File: src/rtl/kicp_mem_pkg.sv
// Shared definitions for the engine memory handshake and the RAM256 port arbiter.
package kicp_mem_pkg;

    localparam int KICP_SRAM_AWIDTH = 8;

    localparam logic [1:0] MEM_OP_NONE    = 2'b00;
    localparam logic [1:0] MEM_OP_READ    = 2'b01;
    localparam logic [1:0] MEM_OP_ILLEGAL = 2'b10;
    localparam logic [1:0] MEM_OP_WRITE   = 2'b11;

    localparam logic [1:0] GNT_NONE  = 2'd0;
    localparam logic [1:0] GNT_HOST  = 2'd1;
    localparam logic [1:0] GNT_MMUL  = 2'd2;
    localparam logic [1:0] GNT_MCONV = 2'd3;

    typedef enum logic [1:0] {
        ST_IDLE    = 2'd0,
        ST_ISSUE   = 2'd1,
        ST_CAPTURE = 2'd2,
        ST_DONE    = 2'd3
    } arb_state_e;

    function automatic logic op_is_valid(input logic [1:0] op);
        return (op != MEM_OP_NONE) && (op != MEM_OP_ILLEGAL);
    endfunction

endpackage

File: src/rtl/rr_arb3.sv
// Three-requester arbiter (bit 0 host, bit 1 mmul, bit 2 mconv) with optional host priority.
module rr_arb3
    import kicp_mem_pkg::*;
(
    input  logic       wb_clk_i,
    input  logic       wb_rst_i,
    input  logic [2:0] req_i,
    input  logic       host_prio_i,
    input  logic       adv_i,
    output logic [2:0] gnt_o
);

    // ptr_q holds the grant id of the requester with highest round-robin priority.
    logic [1:0] ptr_q, ptr_d;
    logic [2:0] rr_req_s;

    function automatic logic [2:0] pick(input logic [2:0] req, input logic [1:0] a,
                                        input logic [1:0] b, input logic [1:0] c);
        logic [2:0] g;
        g = 3'b000;
        if (req[a]) begin
            g[a] = 1'b1;
        end else if (req[b]) begin
            g[b] = 1'b1;
        end else if (req[c]) begin
            g[c] = 1'b1;
        end else begin
            g = 3'b000;
        end
        return g;
    endfunction

    // Winner selection: host override first, then rotation starting at the pointer.
    always_comb begin
        rr_req_s = host_prio_i ? {req_i[2:1], 1'b0} : req_i;
        gnt_o    = 3'b000;
        if (host_prio_i && req_i[0]) begin
            gnt_o = 3'b001;
        end else begin
            case (ptr_q)
                GNT_MMUL:  gnt_o = pick(rr_req_s, 2'd1, 2'd2, 2'd0);
                GNT_MCONV: gnt_o = pick(rr_req_s, 2'd2, 2'd0, 2'd1);
                default:   gnt_o = pick(rr_req_s, 2'd0, 2'd1, 2'd2);
            endcase
        end
    end

    // Pointer moves past the winner; a priority host grant leaves the engine rotation alone.
    always_comb begin
        ptr_d = ptr_q;
        if (adv_i) begin
            case (gnt_o)
                3'b001:  ptr_d = host_prio_i ? ptr_q : GNT_MMUL;
                3'b010:  ptr_d = GNT_MCONV;
                3'b100:  ptr_d = host_prio_i ? GNT_MMUL : GNT_HOST;
                default: ptr_d = ptr_q;
            endcase
        end else begin
            ptr_d = ptr_q;
        end
    end

    // Pointer register.
    always_ff @(posedge wb_clk_i or posedge wb_rst_i) begin
        if (wb_rst_i) begin
            ptr_q <= GNT_MMUL;
        end else begin
            ptr_q <= ptr_d;
        end
    end

endmodule

File: src/rtl/sram_port_arbiter.sv
// Sole owner of the RAM256 port: arbitrates host, mmul and mconv and sequences the
// one-cycle read latency as IDLE -> ISSUE -> CAPTURE -> DONE.
module sram_port_arbiter
    import kicp_mem_pkg::*;
#(
    parameter int AWIDTH    = KICP_SRAM_AWIDTH,
    parameter int DWIDTH    = 32,
    parameter int HOST_PRIO = 1
) (
    input  logic              wb_clk_i,
    input  logic              wb_rst_i,
    input  logic [1:0]        host_op,
    input  logic [AWIDTH-1:0] host_addr,
    input  logic [DWIDTH-1:0] host_wdata,
    output logic              host_done,
    input  logic [1:0]        mmul_op,
    input  logic [AWIDTH-1:0] mmul_addr,
    input  logic [DWIDTH-1:0] mmul_wdata,
    output logic              mmul_done,
    input  logic [1:0]        mconv_op,
    input  logic [AWIDTH-1:0] mconv_addr,
    input  logic [DWIDTH-1:0] mconv_wdata,
    output logic              mconv_done,
    output logic [DWIDTH-1:0] rdata,
    output logic              sram_en,
    output logic [3:0]        sram_we,
    output logic [AWIDTH-1:0] sram_addr,
    output logic [DWIDTH-1:0] sram_di,
    input  logic [DWIDTH-1:0] sram_do,
    output logic              busy,
    output logic [1:0]        grant,
    output logic              err
);

    arb_state_e        state_q, state_d;
    logic [1:0]        grant_q, grant_d;
    logic              wr_q, wr_d;
    logic [AWIDTH-1:0] addr_q, addr_d;
    logic [DWIDTH-1:0] wdata_q, wdata_d;
    logic [DWIDTH-1:0] rdata_q, rdata_d;
    logic              en_q, en_d;
    logic [3:0]        we_q, we_d;
    logic [2:0]        done_q, done_d;
    logic              busy_q, busy_d;
    logic              err_q, err_d;
    logic [2:0]        req_s, gnt_s;
    logic              illegal_s, adv_s;

    assign req_s = {op_is_valid(mconv_op), op_is_valid(mmul_op), op_is_valid(host_op)};
    assign illegal_s = (host_op == MEM_OP_ILLEGAL) || (mmul_op == MEM_OP_ILLEGAL) ||
                       (mconv_op == MEM_OP_ILLEGAL);
    assign adv_s = (state_q == ST_IDLE);

    rr_arb3 u_arb (
        .wb_clk_i    (wb_clk_i),
        .wb_rst_i    (wb_rst_i),
        .req_i       (req_s),
        .host_prio_i (HOST_PRIO != 0),
        .adv_i       (adv_s),
        .gnt_o       (gnt_s)
    );

    // Next-state and registered-output logic of the access sequencer.
    always_comb begin
        state_d = state_q;
        grant_d = grant_q;
        wr_d    = wr_q;
        addr_d  = addr_q;
        wdata_d = wdata_q;
        rdata_d = rdata_q;
        en_d    = 1'b0;
        we_d    = 4'b0000;
        done_d  = 3'b000;
        err_d   = err_q;
        case (state_q)
            ST_IDLE: begin
                if (illegal_s) begin
                    err_d = 1'b1;
                end else begin
                    err_d = err_q;
                end
                case (gnt_s)
                    3'b001: begin
                        grant_d = GNT_HOST;
                        wr_d    = (host_op == MEM_OP_WRITE);
                        addr_d  = host_addr;
                        wdata_d = host_wdata;
                    end
                    3'b010: begin
                        grant_d = GNT_MMUL;
                        wr_d    = (mmul_op == MEM_OP_WRITE);
                        addr_d  = mmul_addr;
                        wdata_d = mmul_wdata;
                    end
                    3'b100: begin
                        grant_d = GNT_MCONV;
                        wr_d    = (mconv_op == MEM_OP_WRITE);
                        addr_d  = mconv_addr;
                        wdata_d = mconv_wdata;
                    end
                    default: grant_d = GNT_NONE;
                endcase
                if (gnt_s != 3'b000) begin
                    state_d = ST_ISSUE;
                    en_d    = 1'b1;
                    we_d    = wr_d ? 4'b1111 : 4'b0000;
                end else begin
                    state_d = ST_IDLE;
                end
            end
            ST_ISSUE: state_d = ST_CAPTURE;
            ST_CAPTURE: begin
                // RAM256 output for the read issued last cycle is valid now.
                if (!wr_q) begin
                    rdata_d = sram_do;
                end else begin
                    rdata_d = rdata_q;
                end
                case (grant_q)
                    GNT_HOST:  done_d = 3'b001;
                    GNT_MMUL:  done_d = 3'b010;
                    GNT_MCONV: done_d = 3'b100;
                    default:   done_d = 3'b000;
                endcase
                state_d = ST_DONE;
            end
            ST_DONE: begin
                grant_d = GNT_NONE;
                state_d = ST_IDLE;
            end
            default: begin
                grant_d = GNT_NONE;
                state_d = ST_IDLE;
            end
        endcase
        busy_d = (state_d != ST_IDLE);
    end

    // State and output registers; reset aborts any access in flight.
    always_ff @(posedge wb_clk_i or posedge wb_rst_i) begin
        if (wb_rst_i) begin
            state_q <= ST_IDLE;
            grant_q <= GNT_NONE;
            wr_q    <= 1'b0;
            addr_q  <= '0;
            wdata_q <= '0;
            rdata_q <= '0;
            en_q    <= 1'b0;
            we_q    <= 4'b0000;
            done_q  <= 3'b000;
            busy_q  <= 1'b0;
            err_q   <= 1'b0;
        end else begin
            state_q <= state_d;
            grant_q <= grant_d;
            wr_q    <= wr_d;
            addr_q  <= addr_d;
            wdata_q <= wdata_d;
            rdata_q <= rdata_d;
            en_q    <= en_d;
            we_q    <= we_d;
            done_q  <= done_d;
            busy_q  <= busy_d;
            err_q   <= err_d;
        end
    end

    assign host_done  = done_q[0];
    assign mmul_done  = done_q[1];
    assign mconv_done = done_q[2];
    assign rdata      = rdata_q;
    assign sram_en    = en_q;
    assign sram_we    = we_q;
    assign sram_addr  = addr_q;
    assign sram_di    = wdata_q;
    assign busy       = busy_q;
    assign grant      = grant_q;
    assign err        = err_q;

endmodule

File: config.mk
export PLATFORM = sky130hd
export DESIGN_NAME = sram_port_arbiter
export DESIGN_NICKNAME = d
export VERILOG_FILES = /design/src/rtl/kicp_mem_pkg.sv /design/src/rtl/rr_arb3.sv /design/src/rtl/sram_port_arbiter.sv
export SDC_FILE = /design/constraint.sdc
export NUM_CORES = 1
export LEC_CHECK = 0
export BUFFER_PORTS_ARGS = -buffer_cell sky130_fd_sc_hd__buf_2
export CAP_MARGIN = 40
export CORE_ASPECT_RATIO = 1.5
export CORE_UTILIZATION = 39
export DETAILED_ROUTE_END_ITERATION = 16
export GPL_TIMING_DRIVEN = 0
export PLACE_DENSITY = 0.88
export REMOVE_ABC_BUFFERS = 1
export SLEW_MARGIN = 25
export SYNTH_ARGS = -nofsm -noshare
export SYNTH_HDL_FRONTEND = slang
export SYNTH_SLANG_ARGS = --single-unit
File: constraint.sdc
create_clock -name wb_clk_i -period 2.35 [get_ports wb_clk_i]
set_input_delay 0.235 -clock wb_clk_i [delete_from_list [all_inputs] [get_ports wb_clk_i]]
set_output_delay 0.235 -clock wb_clk_i [all_outputs]
set_load 0.02 [all_outputs]
==> key figures, run 1 <==
Global routing
  • Gr usage total: 0.201
  • GRT overflow: 0
  • Antenna violations before repair: 0
  • Largest net degree at the start of global routing: 50
  • Vias in the first global route: between 3,000 and 4,000
  • First-pass GRT wire length: around 16,000 um

Yosys
  • Top_reg_cell synth: dfrtp_1
  • Netlist cell types: 31
  • Cells after synthesis: about 310
  • Ys async rst share: 1.00
  • Number of synthesized flops with an enable pin: 0
  • Post-synthesis sequential area ratio: 0.553
  • Post-Syn Area: 0.00385 sq mm
  • Syn. warnings: 0
  • Mean Syn Cell Area: about 12 sq um
  • #FFs+latches synth: 85

Timing
  • Final setup TNS: 0 ps
  • RSZ-0062 raised after global routing: false
  • Tcrit/Tclk final: 0.754
  • Relative slew slack: 0.556
  • Setup ws final: 578 ps
  • Final slew viol count: 0
  • Final Setup Violations: 0
  • Fin. Hold Viols: 0
  • Max Clock Skew: between 5 and 6 ps
  • FMAX: between 500 and 600 MHz
  • Tightest Pin Transition: ~670 ps
  • Crit path time final: 1770 ps

Floorplanning
  • Die ar.: roughly 0.010 sq mm
  • I/O pin cnt: about 240
  • Die height: between 100 and 150 um
  • Row count: 44
  • Initial core utilization: 0.399
  • Width of the die: around 83 um
  • Core ar.: ~0.0096 sq mm

CTS
  • H-tree depth: 3
  • Post-CTS setup repair buffer count: 0
  • CTS tree: done
  • Clock transition at path regs: 60 ps
  • Root buf cell: clkbuf_16
  • CTS buffer count: 9
  • Clk_lat worst skew: about 330 ps
  • Clock Path Buffers: 2
  • Sinks on Clock Net: 85

Routing
  • Drt via density: ~5.4
  • Initial drt markers: 160
  • Via count: 3,603
  • Routed WL per cell: between 15 and 20 um
  • ANT nets after route: 0
  • Post-Route WL: about 11,000 um
  • DRC viols: 0
  • DRT Pass-1 Iters: 6

Power
  • Leakage: between 2 and 3 nW
  • Pint: 4.43 mW
  • Sw Ratio: 0.408
  • Part of the power in the clock network: 0.192
  • Pwr dens: approximately 1400 mW/mm^2
  • Sw Pwr: slightly above 3 mW
  • Comb pwr share: 0.470
  • Worst vdd ir: 0.903 mV
  • Flop pwr share: 0.338

Placement
  • DP HPWL: roughly 8200 um
  • GPL Wtd Cong: 0.799
  • Pre-CTS setup slack: between 200 and 300 ps
  • Dpl cells: ~640
  • Port bufs: 243

Cells and area
  • Final Instance Count excl. Fillers: 663
  • Layout cell share with drive strength beyond 1: 0.509
  • Synth-to-Final Area Change: 43.3%
  • Nets: slightly above 700
  • # fillers: a little under 800
  • N_diodes: 0

Critical path
  • Setup crit start kind: register
  • Max FO, Critical Path: 23
  • Setup crit end kind: register
  • Critical path arrival: just over 2000 ps
  • CP required: between 2000 and 3000 ps
  • Crit path kind: reg2reg

Min path
  • Hold Crit Class: in2reg

Job
  • Total of max-cap violations: 0

Status
  • Outcome: finished, final reports clean
==> cell usage after synthesis (2+ instances only) <==
| cell type | number | area, sq um |
|---|---|---|
| dfrtp_1 | 85 | 2130 |
| a32oi_1 | 41 | 359 |
| ha_1 | 3 | 37.5 |
| nor2_1 | 3 | 11.3 |
| nand2b_1 | 2 | 12.5 |
| nand2_1 | 5 | 18.8 |
| o21ai_1 | 44 | 220 |
| mux2_1 | 31 | 349 |
| a22oi_1 | 40 | 300 |
| buf_4 | 4 | 30.0 |
| buf_2 | 20 | 100 |
| inv_1 | 5 | 18.8 |
| a21oi_1 | 2 | 10.0 |
| inv_2 | 2 | 7.51 |
| buf_6 | 9 | 101 |
==> through the flow <==
step                      hold WS, ps  total power, mW  instance area (sq um)   util
after detailed placement          323             6.01                   5120  0.531
final                             116             7.48                   5510  0.572
after CTS                         104             7.47                   5440  0.565
after floorplan                   329             4.63                   3620      -
after global placement            447             5.72                   4980  0.516
after global routing              105             7.94                   5510  0.572
==> repair_timing <==
action	4_1_cts	5_1_grt
gates resized for setup	0	0
hold buffers	1	0
hold endpoints to repair	42	0
==> path summary, 6_finish.rpt <==
path | slack [ps] | from | endpoint | depth (start not counted)
min in group asynchronous | 500 | wb_rst_i | rdata[13] | 3
min reg2reg | 480 | rdata[23] | rdata[23] | 1
max reg2reg | 580 | state_q[0] | sram_di[14] | 6
max in group asynchronous | 1250 | wb_rst_i | sram_di[16] | 4
max | 580 | state_q[0] | sram_di[14] | 6
min | 120 | sram_do[6] | rdata[6] | 2
==> registers in the layout, indices dropped and copies added (netlist names), 2 cells and up <==
register,cells
grant,2
rdata,32
sram_addr,8
state_q,2
sram_di,32
done_q,3
==> layout by cell type (no fill, tap or decap), types with 4 or more instances in the layout <==
master,netlist,final
buf_2,20,243
dfrtp_1,85,85
o21ai_1,44,43
a32oi_1,41,41
a22oi_1,40,40
mux2_1,31,31
clkbuf_16,0,9
nand2_1,5,5
inv_1,5,4
buf_16,0,4
==> area by class of cell <==
cell class | instances | area [sq um] | share of cell area
multi-input combinational | 187 | 1480 | 0.269
sequential | 85 | 2130 | 0.386
clock inverter | 6 | 70.1 | 0.0127
tap | 115 | 144 | 0.0261
clock buffer | 10 | 239 | 0.0433
timing repair buffer | 253 | 1420 | 0.258
inverter | 7 | 28.8 | 0.00522
==> critical path: stages, from the launching register on <==
cell and delay [ps]:
dfrtp_1 380, inv_1 90, ha_1 310, nor2b_2 290, o21ai_4 230, buf_16 240, o21ai_1 150
==> metal layers <==
layer / vias to the layer above / wire, um / GRT usage
li1: 1674 / - / -
met1: 1709 / 4060 / 0.227
met2: 204 / 5890 / 0.364
met3: 16 / 580 / 0.0338
met4: 0 / 233 / 0.105
met5: - / 0 / 0
==> power by group through the flow <==
stage               Combinational (mW)  Clock, mW  Sequential (mW)
finish                            3.51       1.44             2.53
global placement                  3.22          0             2.51
floorplan                         1.29          0             3.34
detailed placement                3.47          0             2.54
CTS                               3.47       1.47             2.53
global route                      3.81       1.52             2.61
==> cells by family (layout without fill, tap and decap cells) <==
kind of cell | count (synthesis) | count (layout) | synth area share
multiplexers | 32 | 32 | 0.0937
adder cells (fa/ha/maj) | 3 | 3 | 0.00976
flip-flops | 85 | 85 | 0.553
AO/OA/AOI/OAI | 135 | 135 | 0.254
AND/OR/NAND/NOR | 17 | 17 | 0.0228
buffers and inverters | 40 | 276 | 0.0670
(Power assumes the default switching activity.)
==> run 2, diff against run 1 <==
--- a/config.mk
+++ b/config.mk
@@ -5,10 +5,11 @@
 export SDC_FILE = /design/constraint.sdc
 export NUM_CORES = 1
 export LEC_CHECK = 0
+export ABC_AREA = 1
 export BUFFER_PORTS_ARGS = -buffer_cell sky130_fd_sc_hd__buf_2
 export CAP_MARGIN = 40
 export CORE_ASPECT_RATIO = 1.5
-export CORE_UTILIZATION = 39
+export CORE_UTILIZATION = 41
 export DETAILED_ROUTE_END_ITERATION = 16
 export GPL_TIMING_DRIVEN = 0
 export PLACE_DENSITY = 0.88
==> constraint.sdc (replaced) <==
create_clock -name wb_clk_i -period 1.5 [get_ports wb_clk_i]
set_input_delay 0.15 -clock wb_clk_i [delete_from_list [all_inputs] [get_ports wb_clk_i]]
set_output_delay 0.15 -clock wb_clk_i [all_outputs]
set_load 0.02 [all_outputs]
==> key figures, run 2 <==
Status
  • Outcome: finished with violations
  • Failing checks: negative setup slack

Timing
  • RSZ-0062 raised after global routing: true
  • Tightest Pin Transition: 686 ps
  • Final Setup Violations: 34
  • Final slew viol count: 0
  • Relative slew slack: 0.542
  • Fin. Hold Viols: 0
  • Max Clock Skew: 7.91 ps
  • FMAX: roughly 640 MHz
  • Setup ws final: -67.0 ps
  • Tcrit/Tclk final: 1.04
  • Crit path time final: 1570 ps

Global routing
  • Largest net degree at the start of global routing: just under 90
  • First-pass GRT wire length: between 20,000 and 25,000 um
  • Vias in the first global route: roughly 4,500
  • Gr usage total: 0.266
  • GRT overflow: 0
  • Antenna violations before repair: 0

Cells and area
  • Commonest non-fill, non-tap cell in the layout: buf_2
  • End-of-flow core utilization: 0.637
  • Layout cell share with drive strength beyond 1: 0.509
  • Most frequent cells in the layout: buf_2 (242), nand2_1 (122), dfrtp_1 (84)
  • Final Instance Count excl. Fillers: approximately 900
  • Synth-to-Final Area Change: 50.1%
  • Post-route cell area: roughly 0.007 sq mm
  • N_diodes: 0
  • Nets: roughly 900

Routing
  • DRT Pass-1 Iters: 9
  • Via count: approximately 5,000
  • Drt via density: approximately 5.7
  • Routed WL per cell: about 19 um
  • Initial drt markers: ~310
  • DRC viols: 0
  • ANT nets after route: 0
  • Post-Route WL: ~17,000 um

Floorplanning
  • Die ar.: about 0.012 sq mm
  • Row count: 46
  • Core ar.: about 0.011 sq mm
  • Initial core utilization: 0.425
  • I/O pin cnt: 244
  • Width of the die: a little under 90 um
  • Die height: around 130 um

Yosys
  • Most common cell in the netlist: nand2_1
  • Netlist cell types: 27
  • Top_reg_cell synth: dfrtp_1
  • Post-synthesis sequential area ratio: 0.468
  • #FFs+latches synth: 85
  • Top cells by area, synth: dfrtp_1 (47%), nand4_1 (11%), nand2_1 (10%)
  • Ys async rst share: 1.00
  • Mean Syn Cell Area: just over 9 sq um
  • Syn. warnings: 0
  • Post-Syn Area: approximately 0.0045 sq mm
  • Cells after synthesis: between 400 and 500
  • Number of synthesized flops with an enable pin: 0
  • Commonest cells post-synth: nand2_1 (127), dfrtp_1 (85), nand3_1 (83)
  • Cell type with the largest total area after synthesis: dfrtp_1
  • Share of the synthesized area in the top cell type: 0.468

CTS
  • Clock transition at path regs: approximately 70 ps
  • Sinks on Clock Net: between 80 and 90
  • Clk_lat worst skew: about 330 ps
  • H-tree depth: 3
  • Clock Path Buffers: 2
  • CTS tree: done
  • CTS buffer count: 9
  • Root buf cell: clkbuf_16

Min path
  • Hold path startpoint: sram_do[10]
  • Hold Crit Class: in2reg

Power
  • Worst vdd ir: about 0.73 mV
  • Leakage: 3.69 nW
  • Pwr dens: approximately 2100 mW/mm^2
  • PnR Total Power: about 14 mW

Critical path
  • Setup crit start kind: register
  • Crit path buf inv count: 3
  • Critical path arrival: approximately 1800 ps
  • Max FO, Critical Path: 11
  • CP required: roughly 1700 ps
  • FF-to-FF Start: state_q[0]
  • Critical path's slowest cell: dfrtp_1
  • Crit path kind: reg2reg
  • Critical path's largest stage delay: around 400 ps
  • Cell family with most CP delay: flip-flops
  • Setup crit end kind: register
  • CP Cell Sequence: inv_2, ha_4, inv_4, or2_4, buf_12, mux2_4
  • Critical Path Start: state_q[0]

Placement
  • Area post-placement: 0.00578 sq mm
  • GPL Wtd Cong: roughly 0.74
  • DP HPWL: ~9400 um
  • Pre-CTS setup slack: -1380 ps
  • Dpl cells: 840
  • Port bufs: 243

Job
  • Total of max-cap violations: 0
run 2: cells by family after synthesis:
group | synth area share
buf+inv | 0.0829
mux | 0.104
compound gates | 0.0121
fa+ha+maj | 0.00826
flops | 0.468
simple gates | 0.325
run 2: through the flow:
stage / TNS [ps] / hold WS, ps
6_report: -1360 / 41.3
5_1_grt: -2170 / 35.0
4_1_cts: -1500 / 31.8
3_5_place_dp: -68060 / 244
3_3_place_gp: -264310 / 382
2_1_floorplan: -123520 / 299
run 2: repair_timing:
item                       CTS  global route
hold endpoints to repair    41             0
cloned                       8             3
setup endpoints to repair   79            72
buffers inserted            15             6
hold buffers                 1             0
pin swaps                    3            14
gates resized for setup     27            40
run 2: per-layer routing:
layer | vias to the layer above | global-route usage | wire (um)
li1 | 2252 | - | -
met4 | 0 | 0.135 | 784
met5 | - | 0 | 0
met3 | 71 | 0.0553 | 1420
met1 | 2360 | 0.294 | 5910
met2 | 374 | 0.477 | 8600
run 2: power by group:
group          total (mW)  switching, mW  internal [mW]
Clock                2.28          0.928           1.35
Sequential           4.01          0.599           3.41
Combinational        7.75           4.46           3.29
run 2: cell type report:
cell class                 count  area [sq um]
clock inverter                 6          70.1
fill                         874          3880
clock buffer                  10           239
timing repair inverter         1          11.3
timing repair buffer         277          1750
sequential                    85          2130
tap                          144           180
inverter                      16          85.1
multi-input combinational    351          2360
run 2: final timing paths:
kind,endpoint,slack [ps],cells past startpoint
worst max-delay path,rdata[21],-70,6
worst min-delay path,rdata[10],40,2
worst max register to register,rdata[21],-70,6
worst min register to register,done_q[0],470,1
max in group asynchronous,sram_di[14],450,4
min in group asynchronous,rdata[3],440,3
run 2: worst reg2reg max path, delay by kind of cell, from the launching register on:
| family | cells | cell delay [ps] |
|---|---|---|
| muxes | 1 | 300 |
| buffers and inverters | 3 | 300 |
| adders and majority gates | 1 | 150 |
| DFF | 1 | 390 |
| and+or+nand+nor | 1 | 300 |
